==> src/rtl/pwm_env_pkg.sv <==
// Shared definitions for the LED-fade envelope generator: state encoding and
// a constant log2 helper used to size the PWM counter.
package pwm_env_pkg;

  typedef enum logic [1:0] {
    IDLE = 2'd0,
    UP   = 2'd1,
    HOLD = 2'd2,
    DOWN = 2'd3
  } state_e;

  // Bits needed to hold 0..value-1; never less than one bit.
  function automatic int clog2(input int value);
    int r;
    r = 0;
    while ((1 << r) < value) r = r + 1;
    return (r < 1) ? 1 : r;
  endfunction

endpackage

==> src/rtl/pwm_gen.sv <==
// Free-running PWM counter (period PEAK clocks) and registered duty comparator.
module pwm_gen
  import pwm_env_pkg::*;
#(
  parameter int WIDTH = 5,
  parameter int PEAK  = 31
) (
  input  logic             clk,
  input  logic             rst,
  input  logic [WIDTH-1:0] level,
  output logic             pwm_out
);

  localparam int               CNT_W    = clog2(PEAK);
  localparam logic [CNT_W-1:0] CNT_LAST = CNT_W'(PEAK - 1);

  logic [CNT_W-1:0] cnt;
  logic [WIDTH-1:0] cnt_ext;

  assign cnt_ext = WIDTH'(cnt);

  // Counter stage feeds the compare stage; level=PEAK keeps the output high.
  always_ff @(posedge clk or posedge rst) begin
    if (rst) begin
      cnt     <= '0;
      pwm_out <= 1'b0;
    end else begin
      cnt     <= (cnt == CNT_LAST) ? '0 : cnt + 1'b1;
      pwm_out <= (cnt_ext < level);
    end
  end

endmodule

==> src/rtl/pwm_env_sm.sv <==
// LED-fade envelope state machine: ramps level 0 -> PEAK -> 0 on a rising
// edge of selected, with optional hold, retrigger and an integrated PWM.
module pwm_env_sm
  import pwm_env_pkg::*;
#(
  parameter int WIDTH     = 5,
  parameter int PEAK      = 31,
  parameter int UP_STEP   = 1,
  parameter int DOWN_STEP = 1
) (
  input  logic             clk,
  input  logic             rst,
  input  logic             tick,
  input  logic             selected,
  input  logic             hold_en,
  input  logic             retrig_en,
  output logic [WIDTH-1:0] level,
  output logic             pwm_out,
  output logic             busy,
  output logic             done
);

  localparam logic [WIDTH-1:0]        PEAK_L = WIDTH'(PEAK);
  localparam logic signed [WIDTH+1:0] PEAK_S = (WIDTH + 2)'(PEAK);
  localparam logic signed [WIDTH+1:0] UP_S   = (WIDTH + 2)'(UP_STEP);
  localparam logic signed [WIDTH+1:0] DN_S   = (WIDTH + 2)'(DOWN_STEP);

  // Two guard bits keep the sum and difference free of wrap.
  function automatic logic [WIDTH-1:0] sat_up(input logic [WIDTH-1:0] lvl);
    logic signed [WIDTH+1:0] sum;
    sum = $signed({2'b00, lvl}) + UP_S;
    return (sum > PEAK_S) ? PEAK_L : sum[WIDTH-1:0];
  endfunction

  function automatic logic [WIDTH-1:0] sat_down(input logic [WIDTH-1:0] lvl);
    logic signed [WIDTH+1:0] diff;
    diff = $signed({2'b00, lvl}) - DN_S;
    return (diff < 0) ? '0 : diff[WIDTH-1:0];
  endfunction

  state_e           state, state_nxt;
  logic [WIDTH-1:0] level_nxt, up_lvl, dn_lvl;
  logic             prev_sel, rise, done_nxt, busy_nxt;

  assign rise   = selected & ~prev_sel;
  assign up_lvl = sat_up(level);
  assign dn_lvl = sat_down(level);

  always_comb begin
    state_nxt = state;
    level_nxt = level;
    done_nxt  = 1'b0;
    case (state)
      IDLE: begin
        if (rise) state_nxt = UP;
      end
      UP: begin
        if (tick) begin
          level_nxt = up_lvl;
          if (up_lvl == PEAK_L) state_nxt = (hold_en && selected) ? HOLD : DOWN;
        end
      end
      HOLD: begin
        if (!selected || !hold_en) state_nxt = DOWN;
      end
      DOWN: begin
        // Retrigger wins over a coincident tick and leaves level untouched.
        if (rise && retrig_en) begin
          state_nxt = UP;
        end else if (tick) begin
          level_nxt = dn_lvl;
          if (dn_lvl == '0) begin
            state_nxt = IDLE;
            done_nxt  = 1'b1;
          end
        end
      end
      default: state_nxt = IDLE;
    endcase
    busy_nxt = (state_nxt != IDLE);
  end

  // Envelope register stage; busy is registered from next_state so it tracks state.
  always_ff @(posedge clk or posedge rst) begin
    if (rst) begin
      state    <= IDLE;
      level    <= '0;
      prev_sel <= 1'b0;
      done     <= 1'b0;
      busy     <= 1'b0;
    end else begin
      state    <= state_nxt;
      level    <= level_nxt;
      prev_sel <= selected;
      done     <= done_nxt;
      busy     <= busy_nxt;
    end
  end

  pwm_gen #(
    .WIDTH (WIDTH),
    .PEAK  (PEAK)
  ) u_pwm_gen (
    .clk     (clk),
    .rst     (rst),
    .level   (level),
    .pwm_out (pwm_out)
  );

endmodule
==> config.mk <==
export PLATFORM = sky130hd
export DESIGN_NAME = pwm_env_sm
export DESIGN_NICKNAME = d
export VERILOG_FILES = /design/src/rtl/pwm_env_pkg.sv /design/src/rtl/pwm_gen.sv /design/src/rtl/pwm_env_sm.sv
export SDC_FILE = /design/constraint.sdc
export NUM_CORES = 1
export LEC_CHECK = 0
export BUFFER_PORTS_ARGS = -buffer_cell sky130_fd_sc_hd__buf_2
export CORE_ASPECT_RATIO = 1.2
export CORE_MARGIN = 1.5
export CORE_UTILIZATION = 45
export DETAILED_ROUTE_END_ITERATION = 8
export REMOVE_ABC_BUFFERS = 1
export SETUP_SLACK_MARGIN = 0.3
export SLEW_MARGIN = 25
export SYNTH_ARGS = -nofsm -noshare
export SYNTH_HDL_FRONTEND = slang
export SYNTH_SLANG_ARGS = --single-unit
==> constraint.sdc <==
create_clock -name clk -period 2.2 [get_ports clk]
set_clock_uncertainty 0.05 [all_clocks]
set_input_delay 0.66 -clock clk [delete_from_list [all_inputs] [get_ports clk]]
set_output_delay 0.66 -clock clk [all_outputs]
set_load 0.01 [all_outputs]
### Word-level counts from Yosys, hierarchy flattened

Cells that the tools add are included.

* flip-flop bits (word level): 16
* input bits: 6
* output and inout bits: 8
* word-level logic and storage cells: 53

* add/subtract/negate cells: 3
* $lt $le $gt $ge: 3
* equality and inequality tests: 8
* mux-type cells: 20
* bitwise logic cells: 2
* reduce and logical (&&, ||, !) cells: 10

Operators with widths (number)
* two-way mux 5 bit: 6
* two-way mux 2 bit: 7
* == test 5 bit (second input constant): 2
* case mux 5 bit (2 select lines): 1
* case mux 2 bit (4 select lines): 1
* adder 5 x 1 -> 6 bit (second input constant): 1
* > comparator 6 x 5 -> 1 bit (second input constant): 1
* less-than comparator 6 x 1 -> 1 bit (second input constant): 1
* != test 2 bit (second input constant): 3
* subtractor 5 x 1 -> 6 bit (second input constant): 1
* adder 5 x 1 -> 5 bit (second input constant): 1
* logical NOT 5 bit: 1
* less-than comparator 5 bit: 1
* two-way mux 1 bit: 5
* == test 2 bit (second input constant): 2
* AND reduction 4 bit: 1
* nonzero test 2 bit: 2
* == test 2 x 1 -> 1 bit (second input constant): 1
* logical AND 1 bit: 2
* logical NOT 1 bit: 2
* logical NOT 2 bit: 1
* AND 1 bit: 1
* logical OR 1 bit: 1
* inverter 1 bit: 1

### Depth between registers and ports, before layout

* depth after elaboration: 9
* depth in mapped cells: 8
* gate-level depth less buffers: 7

### Hierarchy

Synthesis repeated with hierarchy kept, for this count alone.

* cells, all modules: 126
* area, all modules: 1133.6 µm²

By module, submodules not included
* pwm_env_sm: times used 1, cells an instance 89, area an instance 767.0 µm², sequential area each 250.2 µm²
* pwm_gen: times used 1, cells an instance 37, area an instance 366.6 µm², sequential area each 150.1 µm²

### Least setup slack after synthesis

No wires, ideal clock.

* path kind: reg-to-reg
* from: register level[0]
* to: register state[1]
* setup time: 126 ps
* data arrival time: 1674 ps
* required time: 2024 ps
* path slack: 350 ps
* cell stages (with the launch flop): 8
* buffers on the path: 1
* period minus slack after synthesis: 1850 ps
* cells stage by stage: dfrtp_1 -> buf_2 -> inv_2 -> ha_1 -> and3_1 -> a31o_1 -> o2111ai_1 -> a311o_1

* longest elaborated chain between the ends: 8
* elaborated cells between the ends (all ways): 14
* classes of those cells: add/sub: 2; order compare: 2; eq/ne: 1; mux: 8; reduce/logical: 1

Ends and longest elaborated chain
* from (decl): RTL line pwm_env_sm.sv:17 `output logic [WIDTH-1:0] level,`
* from (signal assigned): RTL line pwm_env_sm.sv:93 `level <= level_nxt;`
* subtractor 5 x 1 -> 6 bit: RTL line pwm_env_sm.sv:37 `diff = $signed({2'b00, lvl}) - DN_S;`
* less-than comparator 6 x 1 -> 1 bit: RTL line pwm_env_sm.sv:38 `return (diff < 0) ? '0 : diff[WIDTH-1:0];`
* two-way mux 5 bit: RTL line pwm_env_sm.sv:38
* logical NOT 5 bit: RTL line pwm_env_sm.sv:72 `if (dn_lvl == '0) begin`
* two-way mux 2 bit: RTL line pwm_env_sm.sv:72
* two-way mux 2 bit: RTL line pwm_env_sm.sv:70 `end else if (tick) begin`
* two-way mux 2 bit: RTL line pwm_env_sm.sv:68 `if (rise && retrig_en) begin`
* case mux 2 bit (4 select lines) *: RTL line pwm_env_sm.sv:53 `case (state)`
* net state_nxt[1]: RTL line pwm_env_sm.sv:41 `state_e state, state_nxt;`
* to (signal assigned): RTL line pwm_env_sm.sv:92 `state <= state_nxt;`
* to (decl): RTL line pwm_env_sm.sv:41

The timed path passes the listed nets; every way through them passes the cells marked *.
A chain may end at the register's enable or synchronous reset.

### Worst setup path after layout

* from: register level[1]
* to: register state[1]

The elaborated chain is that of the path after synthesis.

==> flow_summary_export.csv <==
group,metric,value,unit
run_status,run_status,"completed",
logic_synthesis,synthXorXnorAreaFrac,0.8178,%
worst_setup_path,worstReg2RegEnd,"state[1]",
logic_synthesis,netlist_top_cells_count,"sky130_fd_sc_hd__dfrtp_1, sky130_fd_sc_hd__a21oi_1, sky130_fd_sc_hd__ha_1, sky130_fd_sc_hd__nand2_1, sky130_fd_sc_hd__o21ai_0",
logic_synthesis,complex_gate_fraction_of_the_synthesized_area,29.44,%
sta,smallest_hold_slack,0.3822,ns
logic_synthesis,yosys_register_bits,16,
logic_synthesis,synth_area_leader_cell,"sky130_fd_sc_hd__dfrtp_1",
logic_synthesis,mean_instance_size_in_the_synthesized_netlist,9.313,sq um
logic_synthesis,number_of_enable_type_register_cells_in_the_synthesized_netlist,0,
worst_setup_path,worstReg2RegStart,"level[1]",
cells_and_area,seq_area,404.1,sq um
clocking,clock_pin_slew_worst_setup_and_hold_paths,0.09,ns
worst_setup_path,startpoint_type,"flip-flop",
route,detail_route.wl_per_cell,14.56,um
global_routing,number_of_antenna_violations_at_the_first_check_in_global_routing,0,
logic_synthesis,post_synth_instance_area,1071,sq um
logic_synthesis,yosys_warn_count,0,
logic_synthesis,async_reset_ff_share,100.0,%
place,finalWeightedCongestion,0.9385,
floorplanning,chipHeight,56.44,um
global_routing,grt_pass1_wl,4064,um
route,length_of_the_first_detailed_routing_pass_in_iterations,4,
logic_synthesis,post-synth-top-count-cell,"sky130_fd_sc_hd__dfrtp_1",
logic_synthesis,postSynth.topFlopCell,"sky130_fd_sc_hd__dfrtp_1",
cells_and_area,area_growth,13.32,%
logic_synthesis,postSynthCellCount,115,
logic_synthesis,yosys-top-cells-area,"sky130_fd_sc_hd__dfrtp_1, sky130_fd_sc_hd__ha_1, sky130_fd_sc_hd__a21oi_1, sky130_fd_sc_hd__o21ai_0, sky130_fd_sc_hd__nand2_1",
logic_synthesis,main_combinational_cell_family_by_area_after_synthesis,"compound AO/OA/AOI/OAI gates",
logic_synthesis,synth_largest_type_area_fraction,37.38,%
worst_setup_path,worst_r2r_path_depth,6,
place,dpl.hpwl,1796,um
sta,timing.slew.headroom,60.77,%
job,maxCapViolations,0,
floorplanning,die_area,2683,sq um
route,postRouteAntennaNets,0,
sta,worst_pin_slew,0.5878,ns
logic_synthesis,share_of_synthesized_cell_area_in_full_adder_half_adder_and_majority_cells,9.346,%
power_and_ir_drop,power.density_cell_area,1173,nW/um^2
route,drt_wl_total,2358,um
global_routing,maximum_number_of_pins_on_one_net_before_global_route_repair,17,
cells_and_area,fillers,237,
power_and_ir_drop,peakVddDrop,469.9,uV
cells_and_area,multi_input_comb_area,604.3,sq um
clocking,cts.sink_count,16,
route,detailroute.via_count,936,
global_routing,grtUsageTotal,20.64,%
floorplanning,placeableCoreArea,2282,sq um
worst_setup_path,crit_fanout,5,
worst_setup_path,cp_data_arrival_time,1.92,ns
cells_and_area,ratio_of_cells_with_drive_above_1_in_the_final_layout,24.43,%
floorplanning,io_pins,14,
worst_setup_path,timing.reg2reg.setup_slack,0.40,ns
worst_setup_path,crit_required,2.32,ns
global_routing,grt.overflow.total,0,
clocking,cts_made_buffers,3,
clocking,cts_max_path_buffers,2,
clocking,ctsRootBufferMaster,"sky130_fd_sc_hd__clkbuf_4",
sta,final_min_period_over_clock_period,81.95,%
cells_and_area,utilization,53.18,%
clocking,clock_tree_from_tritoncts,"built",
clocking,clock_latency,0.27,ns
cells_and_area,antennaDiodeCount,0,
logic_synthesis,synth.lib_cells_used.distinct,41,
sta,max_clock_freq,0.5547,GHz
worst_setup_path,worst-setup-path-type,"flip-flop to flip-flop",
min_path,timing.hold.worst.class,"input pin to asynchronous set/reset pin",
floorplanning,floorplan.initialDensity,46.93,%
global_routing,grt_pass1_vias,878,
sta,setup_viol,0,
route,number_of_design_rule_violations_left_by_the_first_detailed_router_iteration,33,
sta,totalNegativeSetupSlack,0,ns
logic_synthesis,synth.area.mux_share,0,%
floorplanning,die_w,47.54,um
cells_and_area,fin_nets,147,
clocking,cts_max_level,1,
sta,timing.final.crit_period,1.803,ns
sta,grt_setup_unrepaired,"no",
route,number_of_remaining_drc_errors,0,
route,vias_per_cell,5.778,
sta,finalHoldViolCount,0,
power_and_ir_drop,cellLeakagePower,0.5493,nW
place,portBuffers,13,
logic_synthesis,post_synth_and_or_nand_nor_area_fraction,15.65,%
worst_setup_path,critical_path_endpoint_category,"flip-flop",
floorplanning,site_row_count,19,
logic_synthesis,yosysSeqAreaShare,37.38,%
clocking,cts_hold_buffers,0,
sta,number_of_pins_exceeding_their_max_slew_limit_in_the_final_report,0,
## cells by family after synthesis
family	count (synthesis)
XOR/XNOR	1
AO/OA/AOI/OAI	45
adder cells (fa/ha/maj)	8
buffers and inverters	15
flip-flops	16
AND/OR/NAND/NOR	30
## critical path, stage by stage (launching register included)
cell                      delay (ns)
sky130_fd_sc_hd__dfrtp_2        0.44
sky130_fd_sc_hd__buf_4          0.15
sky130_fd_sc_hd__ha_1           0.23
sky130_fd_sc_hd__xor2_1         0.16
sky130_fd_sc_hd__a22o_1         0.21
sky130_fd_sc_hd__and3_1         0.15
sky130_fd_sc_hd__a311o_1        0.31
## worst max path at each step
stage | from | to | slack [ns]
after global routing | level[1] | state[1] | 0.30
after global placement | level[0] | state[1] | 0.32
after floorplan | level[0] | state[1] | 0.38
final | level[1] | state[1] | 0.40
after CTS | level[1] | state[1] | 0.30
after detailed placement | level[0] | state[1] | 0.29
## report_power, final
part / internal (mW) / total [mW] / switching (mW)
registers: 0.367 / 0.521 / 0.154
logic: 0.343 / 0.755 / 0.413
clock network: 0.0633 / 0.147 / 0.0838
## layout by cell type (no fill, tap or decap), types with 2 or more instances in the layout
cell                        n
sky130_fd_sc_hd__inv_1      7
sky130_fd_sc_hd__nand2_1    8
sky130_fd_sc_hd__clkbuf_4   3
sky130_fd_sc_hd__dfrtp_1   13
sky130_fd_sc_hd__a311oi_1   2
sky130_fd_sc_hd__o211ai_1   3
sky130_fd_sc_hd__nor2_1     4
sky130_fd_sc_hd__nor4_1     2
sky130_fd_sc_hd__dfrtp_2    3
sky130_fd_sc_hd__a41oi_1    2
sky130_fd_sc_hd__nor3_1     2
sky130_fd_sc_hd__a31oi_1    4
sky130_fd_sc_hd__a21o_1     2
sky130_fd_sc_hd__a21oi_1    8
sky130_fd_sc_hd__nor2b_1    3
sky130_fd_sc_hd__a31o_1     2
sky130_fd_sc_hd__buf_2     13
sky130_fd_sc_hd__buf_4      6
sky130_fd_sc_hd__ha_1       8
sky130_fd_sc_hd__nand3_1    3
sky130_fd_sc_hd__and3_1     2
sky130_fd_sc_hd__o21a_1     2
sky130_fd_sc_hd__o21ai_0    8
sky130_fd_sc_hd__inv_2      2
## sequential cells by signal, summed over array words and instances, names as in the netlist
| signal | count |
|---|---|
| level | 5 |
| u_pwm_gen.cnt | 5 |
| state | 2 |
| busy | 1 |
| done | 1 |
| prev_sel | 1 |
| u_pwm_gen.pwm_out | 1 |
## through the flow
| step | power (mW) | setup slack, ns | instances | cell area (sq um) |
|---|---|---|---|---|
| floorplan | 0.9802 | 0.3824 | 109 | 1026 |
| finish | 1.423 | 0.3972 | 162 | 1214 |
| global placement | 1.185 | 0.3237 | 154 | 1137 |
| CTS | 1.345 | 0.3016 | 157 | 1162 |
| global route | 1.565 | 0.2965 | 162 | 1214 |
| detailed placement | 1.191 | 0.2881 | 154 | 1137 |
## final cells by class
cell class / count / share of cell area (%)
multi-input combinational: 84 / 49.79
sequential: 16 / 33.30
timing repair buffer: 19 / 9.072
tap: 31 / 3.196
inverter: 9 / 2.784
clock buffer: 3 / 1.856
## what timing repair did
action                                  CTS  global route
pin swaps                                 0             1
endpoints found under the setup margin    3             3
buffers inserted                          0             5
resized for setup                         2             3
## metal layers
layer	routed length [um]	global-route usage, %
met1	1036	28.66
met2	1207	31.27
met3	83	2.251
met4	31	9.653
met5	0	0
Note: power is estimated with default switching activity, not from simulation.
